==> src/rtl/keypad_matrix_scanner.sv <==
// keypad_matrix_scanner: row-strobed keypad scan with per-key debounce, key bitmap and press/release event FIFO
module keypad_matrix_scanner #(
    parameter int ROWS_N         = 4,
    parameter int COLS_N         = 4,
    parameter int SCAN_DIV       = 25000,
    parameter int DEBOUNCE_SCANS = 4,
    parameter int FIFO_DEPTH     = 4,
    localparam int K             = ROWS_N * COLS_N,
    localparam int KW            = (K > 1) ? $clog2(K) : 1
) (
    input  logic              CLK_25MHZ,
    input  logic              RESET_N,
    output logic [ROWS_N-1:0] ROW_DRIVE,
    input  logic [COLS_N-1:0] COLS,
    output logic [K-1:0]      KEYS,
    output logic              ANY_KEY,
    output logic              EVENT_VALID,
    input  logic              EVENT_READY,
    output logic [KW-1:0]     EVENT_KEY,
    output logic              EVENT_PRESS,
    output logic              OVERFLOW
);
    localparam int RW  = (ROWS_N > 1) ? $clog2(ROWS_N) : 1;
    localparam int CLW = (COLS_N > 1) ? $clog2(COLS_N) : 1;
    localparam int SW  = $clog2(SCAN_DIV);
    localparam int DW  = $clog2(DEBOUNCE_SCANS + 1);
    localparam int PW  = $clog2(FIFO_DEPTH);

    typedef enum logic [1:0] {SETTLE, SAMPLE, UPDATE} state_t;

    state_t            state, state_nx;
    logic [SW-1:0]     div;
    logic [RW-1:0]     row;
    logic [CLW-1:0]    col;
    logic [COLS_N-1:0] sync1, sync2, col_lat;
    logic [DW-1:0]     cnt [K];
    logic [K-1:0]      keys, keys_nx;
    logic              any_q;
    logic [KW-1:0]     k;
    logic              differ, ripe, full, push, pop, last_col, last_row;
    logic [KW-1:0]     fifo_key [FIFO_DEPTH];
    logic              fifo_press [FIFO_DEPTH];
    logic [PW-1:0]     wr_ptr, rd_ptr;
    logic [PW:0]       count;

    assign k        = KW'(int'(row) * COLS_N + int'(col));
    assign last_col = col == CLW'(COLS_N - 1);
    assign last_row = row == RW'(ROWS_N - 1);
    assign differ   = (state == UPDATE) && (col_lat[col] != keys[k]);
    assign ripe     = int'(cnt[k]) + 1 >= DEBOUNCE_SCANS;
    assign full     = count == (PW+1)'(FIFO_DEPTH);
    assign push     = differ && ripe && !full;
    assign pop      = (count != '0) && EVENT_READY;

    assign ROW_DRIVE   = ~(ROWS_N'(1) << row);
    assign KEYS        = keys;
    assign ANY_KEY     = any_q;
    assign EVENT_VALID = count != '0;
    assign EVENT_KEY   = fifo_key[rd_ptr];
    assign EVENT_PRESS = fifo_press[rd_ptr];

    // key bitmap after this cycle's flip, shared by KEYS and ANY_KEY so both update together
    always_comb begin
        keys_nx = keys;
        if (push) keys_nx[k] = ~keys[k];
    end

    // scan sequencing: settle the driven row, take one snapshot, then walk the columns
    always_comb begin
        state_nx = state == SETTLE ? (div == SW'(SCAN_DIV - 1) ? SAMPLE : SETTLE) :
                   state == SAMPLE ? UPDATE :
                   (last_col ? SETTLE : UPDATE);
    end

    // state register
    always_ff @(posedge CLK_25MHZ or negedge RESET_N) begin
        if (!RESET_N) state <= SETTLE;
        else          state <= state_nx;
    end

    // settle divider, row/column pointers, column synchroniser and per-row snapshot
    always_ff @(posedge CLK_25MHZ or negedge RESET_N) begin
        if (!RESET_N) begin
            div     <= '0;
            row     <= '0;
            col     <= '0;
            sync1   <= '1;
            sync2   <= '1;
            col_lat <= '0;
        end else begin
            sync1   <= COLS;
            sync2   <= sync1;
            div     <= (state == SETTLE && state_nx == SETTLE) ? div + 1'b1 : '0;
            col     <= (state == UPDATE && !last_col) ? col + 1'b1 : '0;
            col_lat <= state == SAMPLE ? ~sync2 : col_lat;
            if (state == UPDATE && last_col) row <= last_row ? '0 : row + 1'b1;
        end
    end

    // debounce counters and stable key state; a ripe flip waits at DEBOUNCE_SCANS-1 while the FIFO is full
    always_ff @(posedge CLK_25MHZ or negedge RESET_N) begin
        if (!RESET_N) begin
            for (int i = 0; i < K; i++) cnt[i] <= '0;
            keys     <= '0;
            any_q    <= 1'b0;
            OVERFLOW <= 1'b0;
        end else begin
            if (state == UPDATE)
                cnt[k] <= (differ && !ripe) ? cnt[k] + 1'b1 : (differ && !push) ? cnt[k] : '0;
            keys     <= keys_nx;
            any_q    <= |keys_nx;
            OVERFLOW <= OVERFLOW | (differ && ripe && full);
        end
    end

    // event FIFO; fullness is judged before any same-cycle pop
    always_ff @(posedge CLK_25MHZ or negedge RESET_N) begin
        if (!RESET_N) begin
            for (int i = 0; i < FIFO_DEPTH; i++) begin
                fifo_key[i]   <= '0;
                fifo_press[i] <= 1'b0;
            end
            wr_ptr <= '0;
            rd_ptr <= '0;
            count  <= '0;
        end else begin
            if (push) begin
                fifo_key[wr_ptr]   <= k;
                fifo_press[wr_ptr] <= ~keys[k];
                wr_ptr             <= wr_ptr + 1'b1;
            end
            if (pop) rd_ptr <= rd_ptr + 1'b1;
            count <= count + (PW+1)'(push) - (PW+1)'(pop);
        end
    end
endmodule

==> config.mk <==
export PLATFORM = sky130hd
export DESIGN_NAME = keypad_matrix_scanner
export DESIGN_NICKNAME = d
export VERILOG_FILES = /design/src/rtl/keypad_matrix_scanner.sv
export SDC_FILE = /design/constraint.sdc
export NUM_CORES = 1
export LEC_CHECK = 0
export CAP_MARGIN = 5
export CORE_UTILIZATION = 55
export DETAILED_ROUTE_END_ITERATION = 10
export GPL_TIMING_DRIVEN = 0
export PLACE_DENSITY = 0.74
export SLEW_MARGIN = 0
export SYNTH_ARGS = -nofsm -noshare
export SYNTH_HDL_FRONTEND = slang
export SYNTH_SLANG_ARGS = --single-unit
==> constraint.sdc <==
create_clock -name CLK_25MHZ -period 11.6 [get_ports CLK_25MHZ]
set_input_delay 2.32 -clock CLK_25MHZ [delete_from_list [all_inputs] [get_ports CLK_25MHZ]]
set_output_delay 2.32 -clock CLK_25MHZ [all_outputs]
set_load 0.05 [all_outputs]
==> impl_metrics.py <==
metrics = {
    "synth": {
        "postSynthNetCount": 565,
        "synth.yosys.seq_area_share_pct": 52.09,
        "post_synth_num_cell_types": 47,
        "most_frequent_cell_after_synthesis": "sky130_fd_sc_hd__dfrtp_1",
        "postSynthRegisterBits": 126,
        "synthesis.instances": 541,
        "synthDominantAreaCellType": "sky130_fd_sc_hd__dfrtp_1",
        "synthesis.area_per_instance_sq_um": 11.22,
        "synthesis.yosys.warnings": 0,
        "synth_largest_type_area_fraction_pct": 48.63,
        "ys_dominant_reg_cell": "sky130_fd_sc_hd__dfrtp_1",
        "synthTopCellsByCount": "118 x sky130_fd_sc_hd__dfrtp_1, 91 x sky130_fd_sc_hd__nand2_1, 34 x sky130_fd_sc_hd__o31ai_1, 30 x sky130_fd_sc_hd__o21ai_0, 27 x sky130_fd_sc_hd__nor2_1",
        "netlist_area_sq_mm": 0.006072,
        "yosys-top-cells-area": "sky130_fd_sc_hd__dfrtp_1 49%, sky130_fd_sc_hd__mux4_2 8.5%, sky130_fd_sc_hd__nand2_1 5.6%, sky130_fd_sc_hd__o31ai_1 4.2%, sky130_fd_sc_hd__mux2_2 4.1%",
        "number_of_enable_flip_flop_cells_after_synthesis": 0,
        "async_flop_share_pct": 100.0,
    },
    "global_routing": {
        "initial_antenna_violation_count": 0,
        "grt_first_pass_wirelength_mm": 23.18,
        "grt.overflow.total": 0,
        "global_route.usage.total_pct": 27.27,
        "grt_start_max_net_pins": 80,
        "first_global_vias": 4570,
    },
    "power_and_ir_drop": {
        "max-vdd-ir-drop_mv": 0.1232,
        "report.power.total_mw": 1.037,
        "total_leakage_power_nw": 3.097,
        "p_per_area_mw_per_mm2": 144.3,
    },
    "clocking": {
        "post-cts-setup-buffers": 0,
        "htreeDepth": 4,
        "max-clock-path-buffers": 2,
        "clock_tree_from_tritoncts": "yes",
        "cts.hold.buffers_added": 0,
        "cts.sink_count": 126,
        "cts-buffers-inserted": 17,
        "clk_pin_slew_worst_paths_ps": 60,
        "cts-resized-gates": 0,
        "insertion_delay_ps": 540,
        "cts_root_buffer": "sky130_fd_sc_hd__clkbuf_8",
    },
    "floorplanning": {
        "core_box_area_sq_mm": 0.01051,
        "boundaryPins": 35,
        "start_util_pct": 57.78,
        "placement_rows": 37,
        "die_w_microns": 107.1,
        "dieHeight_microns": 107.1,
        "die_area_sq_mm": 0.01146,
    },
    "critical_path": {
        "cp_slowest_stage_delay_ps": 810,
        "worstPathBufferInverterCount": 5,
        "critical_path.most_common_cell": "sky130_fd_sc_hd__inv_1",
        "endpoint_kind": "output port",
        "timing.critical_path.arrival_ps": 3100,
        "cp-start-kind": "flop",
        "critical_path_class": "reg -> out",
        "critical_path.top_delay_family": "buffers and inverters",
        "critical_path_peak_fanout": 10,
        "timing.critical_path.cells": "buf_2 -> inv_1 -> ha_1 -> clkbuf_1 -> inv_1 -> clkdlybuf4s50_1",
        "slowest_stage_cell_on_the_critical_path": "sky130_fd_sc_hd__clkdlybuf4s50_1",
        "timing.critical_path.required_ps": 9280,
    },
    "final_layout": {
        "final_non_filler_cell_area_sq_mm": 0.007183,
        "synthToLayoutAreaGrowth_pct": 18.30,
        "final_layout_size_suffix_gt1_share_pct": 15.95,
        "final_core_utilization_pct": 68.35,
        "diodes": 0,
        "num-nets-final": 619,
    },
    "placement": {
        "placed_cell_area_sq_mm": 0.006611,
        "place_hpwl_mm": 9.738,
        "port_buffers": 34,
        "gp_congestion": 0.8476,
    },
    "drt": {
        "wl_mm": 14.02,
        "route.detailed.wl_per_inst_microns": 18.85,
        "drtIter0Drc": 348,
        "postRouteAntennaNets": 0,
        "detail_route.vias_per_cell": 6.190,
        "drt-pass1-iter-count": 5,
        "route.vias.total": 4605,
        "detail_route.drc_violations": 0,
    },
    "run_status": {
        "outcome": "completed",
    },
    "timing": {
        "setup_violations": 0,
        "setup-tns-final_ps": 0,
        "timing.clock.skew_ps": 13.68,
        "fmax_mhz": 184.6,
        "finalMaxSlewViolations": 0,
        "finalCritPeriodShare_pct": 46.71,
        "finalCriticalPeriod_ps": 5418,
        "grt_setup_unrepaired": "false",
        "timing_hold_violations_final": 0,
        "worst_max_slew_pin_slew_ps": 915.5,
        "max-slew-margin-rel_pct": 38.40,
    },
    "run": {
        "drv_cap": 0,
    },
    "min_path": {
        "holdCritPathClass": "reg -> reg",
    },
}
[report_power, final]
group | switching, mW | total, mW | internal [mW] | leakage (nW)
Combinational | 0.0409 | 0.0671 | 0.0262 | 1.11
Clock | 0.185 | 0.512 | 0.327 | 0.282
Sequential | 0.00509 | 0.457 | 0.452 | 1.71
[layout by cell type (no fill, tap or decap), types with 5 or more instances in the layout]
master                            synthesis  layout
sky130_fd_sc_hd__a22oi_1                  5       5
sky130_fd_sc_hd__a31oi_1                  8       8
sky130_fd_sc_hd__and2_1                   6       6
sky130_fd_sc_hd__clkbuf_1                20      24
sky130_fd_sc_hd__clkbuf_16                0      16
sky130_fd_sc_hd__clkbuf_8                 0       5
sky130_fd_sc_hd__clkdlybuf4s50_1          0      33
sky130_fd_sc_hd__dfrtp_1                118     118
sky130_fd_sc_hd__dfstp_2                  8       8
sky130_fd_sc_hd__ha_1                    16      16
sky130_fd_sc_hd__inv_1                   16      16
sky130_fd_sc_hd__mux2_2                  22      22
sky130_fd_sc_hd__mux4_2                  23      23
sky130_fd_sc_hd__nand2_1                 91      91
sky130_fd_sc_hd__nand3_1                 25      25
sky130_fd_sc_hd__nor2_1                  27      27
sky130_fd_sc_hd__nor3_1                   6       6
sky130_fd_sc_hd__o21ai_0                 30      30
sky130_fd_sc_hd__o31ai_1                 34      34
sky130_fd_sc_hd__xnor2_1                  7       7
sky130_fd_sc_hd__xor2_1                   9       9
[kinds of logic (layout without fill, tap and decap cells)]
kind of cell | Yosys count | count (layout) | synth area share (%)
and+or+nand+nor | 189 | 189 | 14.57
DFF | 126 | 126 | 52.09
AOI/OAI and AO/OA | 95 | 95 | 10.39
muxes | 49 | 49 | 13.35
buffers and inverters | 48 | 115 | 3.400
adders and majority gates | 17 | 17 | 3.627
xor gates and xnor gates | 17 | 17 | 2.576
[layout make-up]
cell class	instances	area [sq um]
Fill cell	802	3326
Sequential cell	126	3163
Multi-Input combinational cell	367	2703
Clock buffer	25	484.2
Timing Repair Buffer	35	369.1
Tap cell	136	170.2
Buffer	31	142.6
Clock inverter	7	87.58
Inverter	17	63.81
[per-stage QoR]
stage / cells / setup WS [ps] / hold slack (ps)
3_3_place_gp: 711 / 3515 / 347.2
4_1_cts: 744 / 6193 / 355.1
5_1_grt: 744 / 6033 / 359.5
6_report: 744 / 6182 / 355.8
2_1_floorplan: 541 / 7678 / 345.2
3_5_place_dp: 712 / 6776 / 347.0
[final timing paths]
path,startpoint,endpoint,slack [ps],cells past startpoint
worst min register to register,sync1[3]$_DFF_PN1_,sync2[3]$_DFF_PN1_,360,0
worst max register to register,col[0]$_DFF_PN0_,count[1]$_DFF_PN0_,7190,15
worst min-delay path,sync1[3]$_DFF_PN1_,sync2[3]$_DFF_PN1_,360,0
worst max-delay path,row[0]$_DFFE_PN0P_,ROW_DRIVE[2],6180,6
min in group asynchronous,RESET_N,row[0]$_DFFE_PN0P_,1720,1
max in group asynchronous,RESET_N,sync2[3]$_DFF_PN1_,9100,2
[routing by layer]
| layer | up-vias | track usage (%) | share of wire [%] |
|---|---|---|---|
| met5 | - | 0 | 0 |
| met4 | 0 | 12.72 | 2.3 |
| met3 | 37 | 5.957 | 6.0 |
| met2 | 176 | 43.78 | 50 |
| met1 | 2333 | 35.50 | 42 |
| li1 | 2059 | - | - |
[registers in the layout (all words and copies together) (netlist names), 3 cells and up]
register,cells
cnt,48
KEYS,16
fifo_key,16
div,15
col_lat,4
fifo_press,4
sync1,4
sync2,4
count,3
No activity file was read; power rests on OpenSTA's default activity.
